==> src/rtl/cpu_bus_burst_rw.sv <==
// Single/burst read-write sequencer between the CPU function sequencer and the motherboard bus.
// Optional feature: define CPU_BUS_RW_TIMEOUT_EN to abort a beat after TIMEOUT_CYCLES without bus_ack.
module cpu_bus_burst_rw #(
  parameter int WORD_WIDTH     = 32,
  parameter int ADDR_WIDTH     = 16,
  parameter int MAX_BURST      = 8,
  parameter int TIMEOUT_CYCLES = 255,
  localparam int LEN_WIDTH     = $clog2(MAX_BURST + 1)
) (
  input  logic                  clk,
  input  logic                  rst_n,
  input  logic                  req_valid,
  output logic                  req_ready,
  input  logic                  req_write,
  input  logic [ADDR_WIDTH-1:0] req_addr,
  input  logic [LEN_WIDTH-1:0]  req_len,
  input  logic [WORD_WIDTH-1:0] wr_data,
  input  logic                  wr_valid,
  output logic                  wr_ready,
  output logic [WORD_WIDTH-1:0] rd_data,
  output logic                  rd_valid,
  output logic                  done,
  output logic                  err,
  output logic [ADDR_WIDTH-1:0] bus_addr,
  output logic [WORD_WIDTH-1:0] bus_wdata,
  output logic                  bus_rd,
  output logic                  bus_wr,
  input  logic                  bus_ack,
  input  logic [WORD_WIDTH-1:0] bus_rdata
);

`ifdef CPU_BUS_RW_TIMEOUT_EN
  localparam bit TIMEOUT_EN = 1'b1;
`else
  localparam bit TIMEOUT_EN = 1'b0;
`endif

  typedef enum logic [1:0] {S_IDLE, S_FETCH, S_STROBE, S_DONE} state_t;

  localparam logic [LEN_WIDTH-1:0] MAX_LEN = LEN_WIDTH'(MAX_BURST);
  localparam int                   TO_W    = $clog2(TIMEOUT_CYCLES + 1);
  localparam logic [TO_W-1:0]      TO_LAST = TO_W'(TIMEOUT_CYCLES - 1);

  state_t                r_state;
  logic [ADDR_WIDTH-1:0] r_addr;
  logic [LEN_WIDTH-1:0]  r_len;
  logic [LEN_WIDTH-1:0]  r_beat;
  logic                  r_write;
  logic                  r_req_ready;
  logic [WORD_WIDTH-1:0] r_rd_data;
  logic                  r_rd_valid;
  logic                  r_done;
  logic                  r_err;
  logic [ADDR_WIDTH-1:0] r_bus_addr;
  logic [WORD_WIDTH-1:0] r_bus_wdata;
  logic                  r_bus_rd;
  logic                  r_bus_wr;
  logic [TO_W-1:0]       r_to_cnt;

  logic                  w_strobe;
  logic                  w_last;
  logic                  w_timeout;
  logic [LEN_WIDTH-1:0]  w_len;
  logic [ADDR_WIDTH-1:0] w_beat_addr;

  assign w_strobe    = r_bus_rd | r_bus_wr;
  assign w_len       = (req_len > MAX_LEN) ? MAX_LEN : req_len;
  assign w_last      = (r_beat == r_len - LEN_WIDTH'(1));
  assign w_beat_addr = r_addr + ADDR_WIDTH'(r_beat);
  // With the feature off this is constant 0, so err and the wait counter fold away.
  assign w_timeout   = TIMEOUT_EN && (r_to_cnt == TO_LAST);

  assign req_ready = r_req_ready;
  // wr_ready is a same-cycle handshake: high exactly in the cycle wr_data is captured.
  assign wr_ready  = (r_state == S_FETCH) && wr_valid;
  assign rd_data   = r_rd_data;
  assign rd_valid  = r_rd_valid;
  assign done      = r_done;
  assign err       = r_err;
  assign bus_addr  = r_bus_addr;
  assign bus_wdata = r_bus_wdata;
  assign bus_rd    = r_bus_rd;
  assign bus_wr    = r_bus_wr;

  // Per-beat ack wait counter; cleared whenever the strobe is low, i.e. between beats.
  always_ff @(posedge clk or negedge rst_n) begin
    if (!rst_n)                    r_to_cnt <= '0;
    else if (w_strobe && !bus_ack) r_to_cnt <= r_to_cnt + TO_W'(1);
    else                           r_to_cnt <= '0;
  end

  // NOTE: all state uses non-blocking assignments under an async reset, so a reset
  // mid-burst drops the strobes immediately without waiting for a clock edge.
  always_ff @(posedge clk or negedge rst_n) begin
    if (!rst_n) begin
      r_state     <= S_IDLE;
      r_addr      <= '0;
      r_len       <= '0;
      r_beat      <= '0;
      r_write     <= 1'b0;
      r_req_ready <= 1'b1;
      r_rd_data   <= '0;
      r_rd_valid  <= 1'b0;
      r_done      <= 1'b0;
      r_err       <= 1'b0;
      r_bus_addr  <= '0;
      r_bus_wdata <= '0;
      r_bus_rd    <= 1'b0;
      r_bus_wr    <= 1'b0;
    end else begin
      r_rd_valid <= 1'b0;
      r_done     <= 1'b0;
      r_err      <= 1'b0;
      case (r_state)
        S_IDLE: begin
          if (req_valid && r_req_ready) begin
            r_req_ready <= 1'b0;
            r_addr      <= req_addr;
            r_len       <= w_len;
            r_write     <= req_write;
            r_beat      <= '0;
            if (w_len == '0) begin
              r_state <= S_DONE;
            end else if (req_write) begin
              r_state <= S_FETCH;
            end else begin
              r_state    <= S_STROBE;
              r_bus_rd   <= 1'b1;
              r_bus_addr <= req_addr;
            end
          end
        end
        S_FETCH: begin
          if (wr_valid) begin
            r_bus_wdata <= wr_data;
            r_bus_wr    <= 1'b1;
            r_bus_addr  <= w_beat_addr;
            r_state     <= S_STROBE;
          end
        end
        S_STROBE: begin
          if (!w_strobe) begin
            // Re-raise after the one-cycle gap that follows every acknowledged beat.
            r_bus_rd   <= !r_write;
            r_bus_wr   <= r_write;
            r_bus_addr <= w_beat_addr;
          end else if (bus_ack) begin
            r_bus_rd <= 1'b0;
            r_bus_wr <= 1'b0;
            r_beat   <= r_beat + LEN_WIDTH'(1);
            if (!r_write) begin
              r_rd_data  <= bus_rdata;
              r_rd_valid <= 1'b1;
            end
            if (w_last) begin
              r_state <= S_DONE;
              r_done  <= 1'b1;
            end else if (r_write) begin
              r_state <= S_FETCH;
            end
          end else if (w_timeout) begin
            r_bus_rd <= 1'b0;
            r_bus_wr <= 1'b0;
            r_state  <= S_DONE;
            r_done   <= 1'b1;
            r_err    <= 1'b1;
          end
        end
        S_DONE: begin
          // Bus paths enter with done already set; a zero-length request spends one
          // extra cycle here before raising it.
          if (r_done) begin
            r_state     <= S_IDLE;
            r_req_ready <= 1'b1;
          end else begin
            r_done <= 1'b1;
          end
        end
        default: r_state <= S_IDLE;
      endcase
    end
  end

endmodule

==> config.mk <==
export PLATFORM = sky130hd
export DESIGN_NAME = cpu_bus_burst_rw
export DESIGN_NICKNAME = d
export VERILOG_FILES = /design/src/rtl/cpu_bus_burst_rw.sv
export SDC_FILE = /design/constraint.sdc
export NUM_CORES = 1
export LEC_CHECK = 0
export ABC_CLOCK_PERIOD_IN_PS = 2400
export BUFFER_PORTS_ARGS = -buffer_cell sky130_fd_sc_hd__buf_4
export CAP_MARGIN = 20
export CORE_MARGIN = 5
export CORE_UTILIZATION = 28
export CTS_CLUSTER_DIAMETER = 30
export DETAILED_ROUTE_END_ITERATION = 6
export PLACE_DENSITY = 0.61
export REMOVE_ABC_BUFFERS = 1
export SYNTH_ARGS = -nofsm -noshare
export SYNTH_HDL_FRONTEND = slang
export SYNTH_SLANG_ARGS = --single-unit
==> constraint.sdc <==
create_clock -name clk -period 2.4 [get_ports clk]
set_input_delay 0.24 -clock clk [delete_from_list [all_inputs] [get_ports clk]]
set_output_delay 0.24 -clock clk [all_outputs]
set_load 0.02 [all_outputs]
==> flow_summary.ini <==
[power_and_ir_drop]
p_leak_uw = 0.003371
peakVddDrop_v = 0.0005288
p_per_area_nw_per_um2 = 1458

[critical_path]
arrival_ns = 2.47
path_cells = ha_1 -> inv_1 -> fa_1 -> nand2b_1 -> a21oi_1 -> nor2b_2 -> nand4_1 -> a32o_1
r2r_end = bus_addr[14]$_DFFE_PN0P_
slowest_stage = dfrtp_1
end_kind = register
worst-endpoint-required_ns = 2.64
worst_setup_path_endpoint = bus_addr[14]$_DFFE_PN0P_
path_max_fanout = 6
critPathKind = register to register
slowest_delay_ns = 0.46
ff2ff_setup_slack_ns = 0.17
r2r-start = r_beat[0]$_DFFE_PN0P_
startpoint_type = register
rr_worst_depth = 8
crit_path_start = r_beat[0]$_DFFE_PN0P_

[sta]
fin_crit_ns = 2.230
slew_violations = 0
hold_viol = 0
slew_headroom_pct = 64.87
skew_ns = 0.01220
fmax_mhz = 448.3
setup_tns_ns = 0
grt_setup_unrepaired = false
worst_slew_pin_slew_ns = 0.5222
setup_viol = 0
fin_crit_sh_pct = 92.94
layout_setup_ws_ns = 0.1695

[logic_synthesis]
synth-edff-count = 0
mappedNetlistArea_um2 = 5049
synthArstFlopShare_pct = 100.0
syn_inst = 437
ys_warn_count = 0
netlist.area_leader.share_pct = 55.02
synthMostInstantiatedCell = dfrtp_1
synth_common_cells = dfrtp_1 (111), nand2_1 (77), mux2_2 (66)
synth_area_leaders = dfrtp_1 (55%), mux2_2 (15%), nand2_1 (5.7%)
synthFlopType = dfrtp_1
ys_seq_area_share_pct = 55.54
yosysTopAreaCell = dfrtp_1
avgSynthCellArea_um2 = 11.55
synth_cell_types = 50
ys_seq_elements = 112

[clock_network]
clk_pin_slew_ns = 0.08
cts_made_buffers = 9
cts.sinks = 112
hold_buffers = 1
cts.repair.resized = 0
clock-root-buffer = clkbuf_16
cts_setup_buffers = 0
clock_latency_ns = 0.36
cts_buffer_depth = 2
htree_levels = 3
cts_tree = yes

[outcome]
status = complete, no violations

[final_layout]
final_layout_size_suffix_gt1_share_pct = 45.28
layout.cells.non_filler = 854
n_antenna_cell = 0
finalNetCount = 721
area_growth_pct = 39.38

[route]
vias_per_cell = 4.657
drc = 0
postRouteAntennaNets = 0
routed-via-count = 3977
drt_iter0_drc = 288
wl_um = 13870
avgRoutedWirePerCell_um = 16.24
drt_pre_antenna_iters = 5

[floorplanning]
core_area_um2 = 17840
initial_utilization_pct = 28.30
fp.dieH_um = 144.3
die_w_um = 144.3
dieArea_um2 = 20820
rows = 49
ioPinCount = 177

[global_routing]
grt_pass1_vias = 4237
grt.total_usage_pct = 13.28
grt_start_max_net_pins = 57
antenna_found_initial = 0
globalRouteOverflowTotal = 0
grt_first_pass_wirelength_um = 21650

[placed_design]
pre_cts_ws_ns = 0.2094
place_inst = 837
io_buffers = 175
gp_congestion = 0.7876
hpwl_um = 10490

[run]
max-cap-violations = 0

[min_path]
min_path_type = primary input to register
## kinds of logic after synthesis
family / share of synthesized area [%]
fa+ha+maj: 2.875
mux: 15.91
xor+xnor: 2.429
flops: 55.54
buf+inv: 2.528
compound gates: 8.377
simple gates: 12.27
other cells: 0.07428
## metal layers
metal  part of all wire, %  GRT usage [%]
met1                    41          16.68
met2                    51          22.04
met3                   5.6          2.778
met4                   2.5          5.940
met5                     0              0
## area by class of cell
type | instances | area [um^2]
well taps | 229 | 286.5
flip-flops and latches | 112 | 2804
inverters | 14 | 52.55
multi-input cells | 294 | 2120
clock inverters | 7 | 102.6
fillers | 1715 | 10800
clock buffers | 9 | 225.2
repair buffers | 189 | 1446
## power by group
| part | total [uW] | switching, uW | internal, uW |
|---|---|---|---|
| combinational | 5150 | 2770 | 2380 |
| clock | 1650 | 794 | 852 |
| sequential | 3460 | 634 | 2830 |
## how the worst min path moves through the flow
stage          cells past startpoint         from  slack, ns                 endpoint
2_1_floorplan                      0        rst_n      -0.06  bus_addr[0]$_DFFE_PN0P_
3_3_place_gp                       1        rst_n       0.16    r_addr[2]$_DFFE_PN0P_
3_5_place_dp                       1        rst_n       0.16    r_addr[1]$_DFFE_PN0P_
4_1_cts                            3  req_addr[4]       0.07    r_addr[4]$_DFFE_PN0P_
5_1_grt                            3  req_addr[4]       0.08    r_addr[4]$_DFFE_PN0P_
6_report                           3  req_addr[0]       0.09    r_addr[0]$_DFFE_PN0P_
## critical path, delay by kind of cell (launching register included)
kind,cells,cell delay [ns]
adders and majority gates,2,0.61
DFF,1,0.46
and+or+nand+nor,3,0.53
buffers and inverters,1,0.06
AOI/OAI and AO/OA,2,0.46
## metrics by stage
step	area [um^2]	hold slack [ns]	util, %	power (uW)
floorplan	4974	-0.05559	-	6490
global placement	6699	0.1566	37.55	8555
detailed placement	6699	0.1576	37.55	8713
CTS	7037	0.06999	39.44	10420
global route	7037	0.08083	39.44	10980
finish	7037	0.08754	39.44	10260
## state kept, by name (all words and copies together) (netlist names)
register / cells
r_beat: 4
r_len: 4
rd_data: 32
r_write: 1
rd_valid: 1
r_addr: 16
bus_wr: 1
r_state: 2
bus_wdata: 32
bus_addr: 16
req_ready: 1
bus_rd: 1
done: 1
## cell usage in the layout (no fill, tap or decap), types with 3 or more instances in the layout
cell and n:
a21oi_1 10, nand3_1 6, o21a_1 3, buf_4 186
xor2_1 8, a211oi_1 3, nand2b_1 4, nor3_1 9
o211ai_1 3, nor2b_1 3, xnor2_1 6, o21ai_0 27
dfrtp_1 111, inv_1 14, nand3b_1 5, mux2i_1 6
nand2_1 77, mux2_2 66, nand4_1 4, nor2_1 9
a21o_1 4, clkbuf_16 9, ha_1 10
Note: power is estimated with default switching activity, not from simulation.
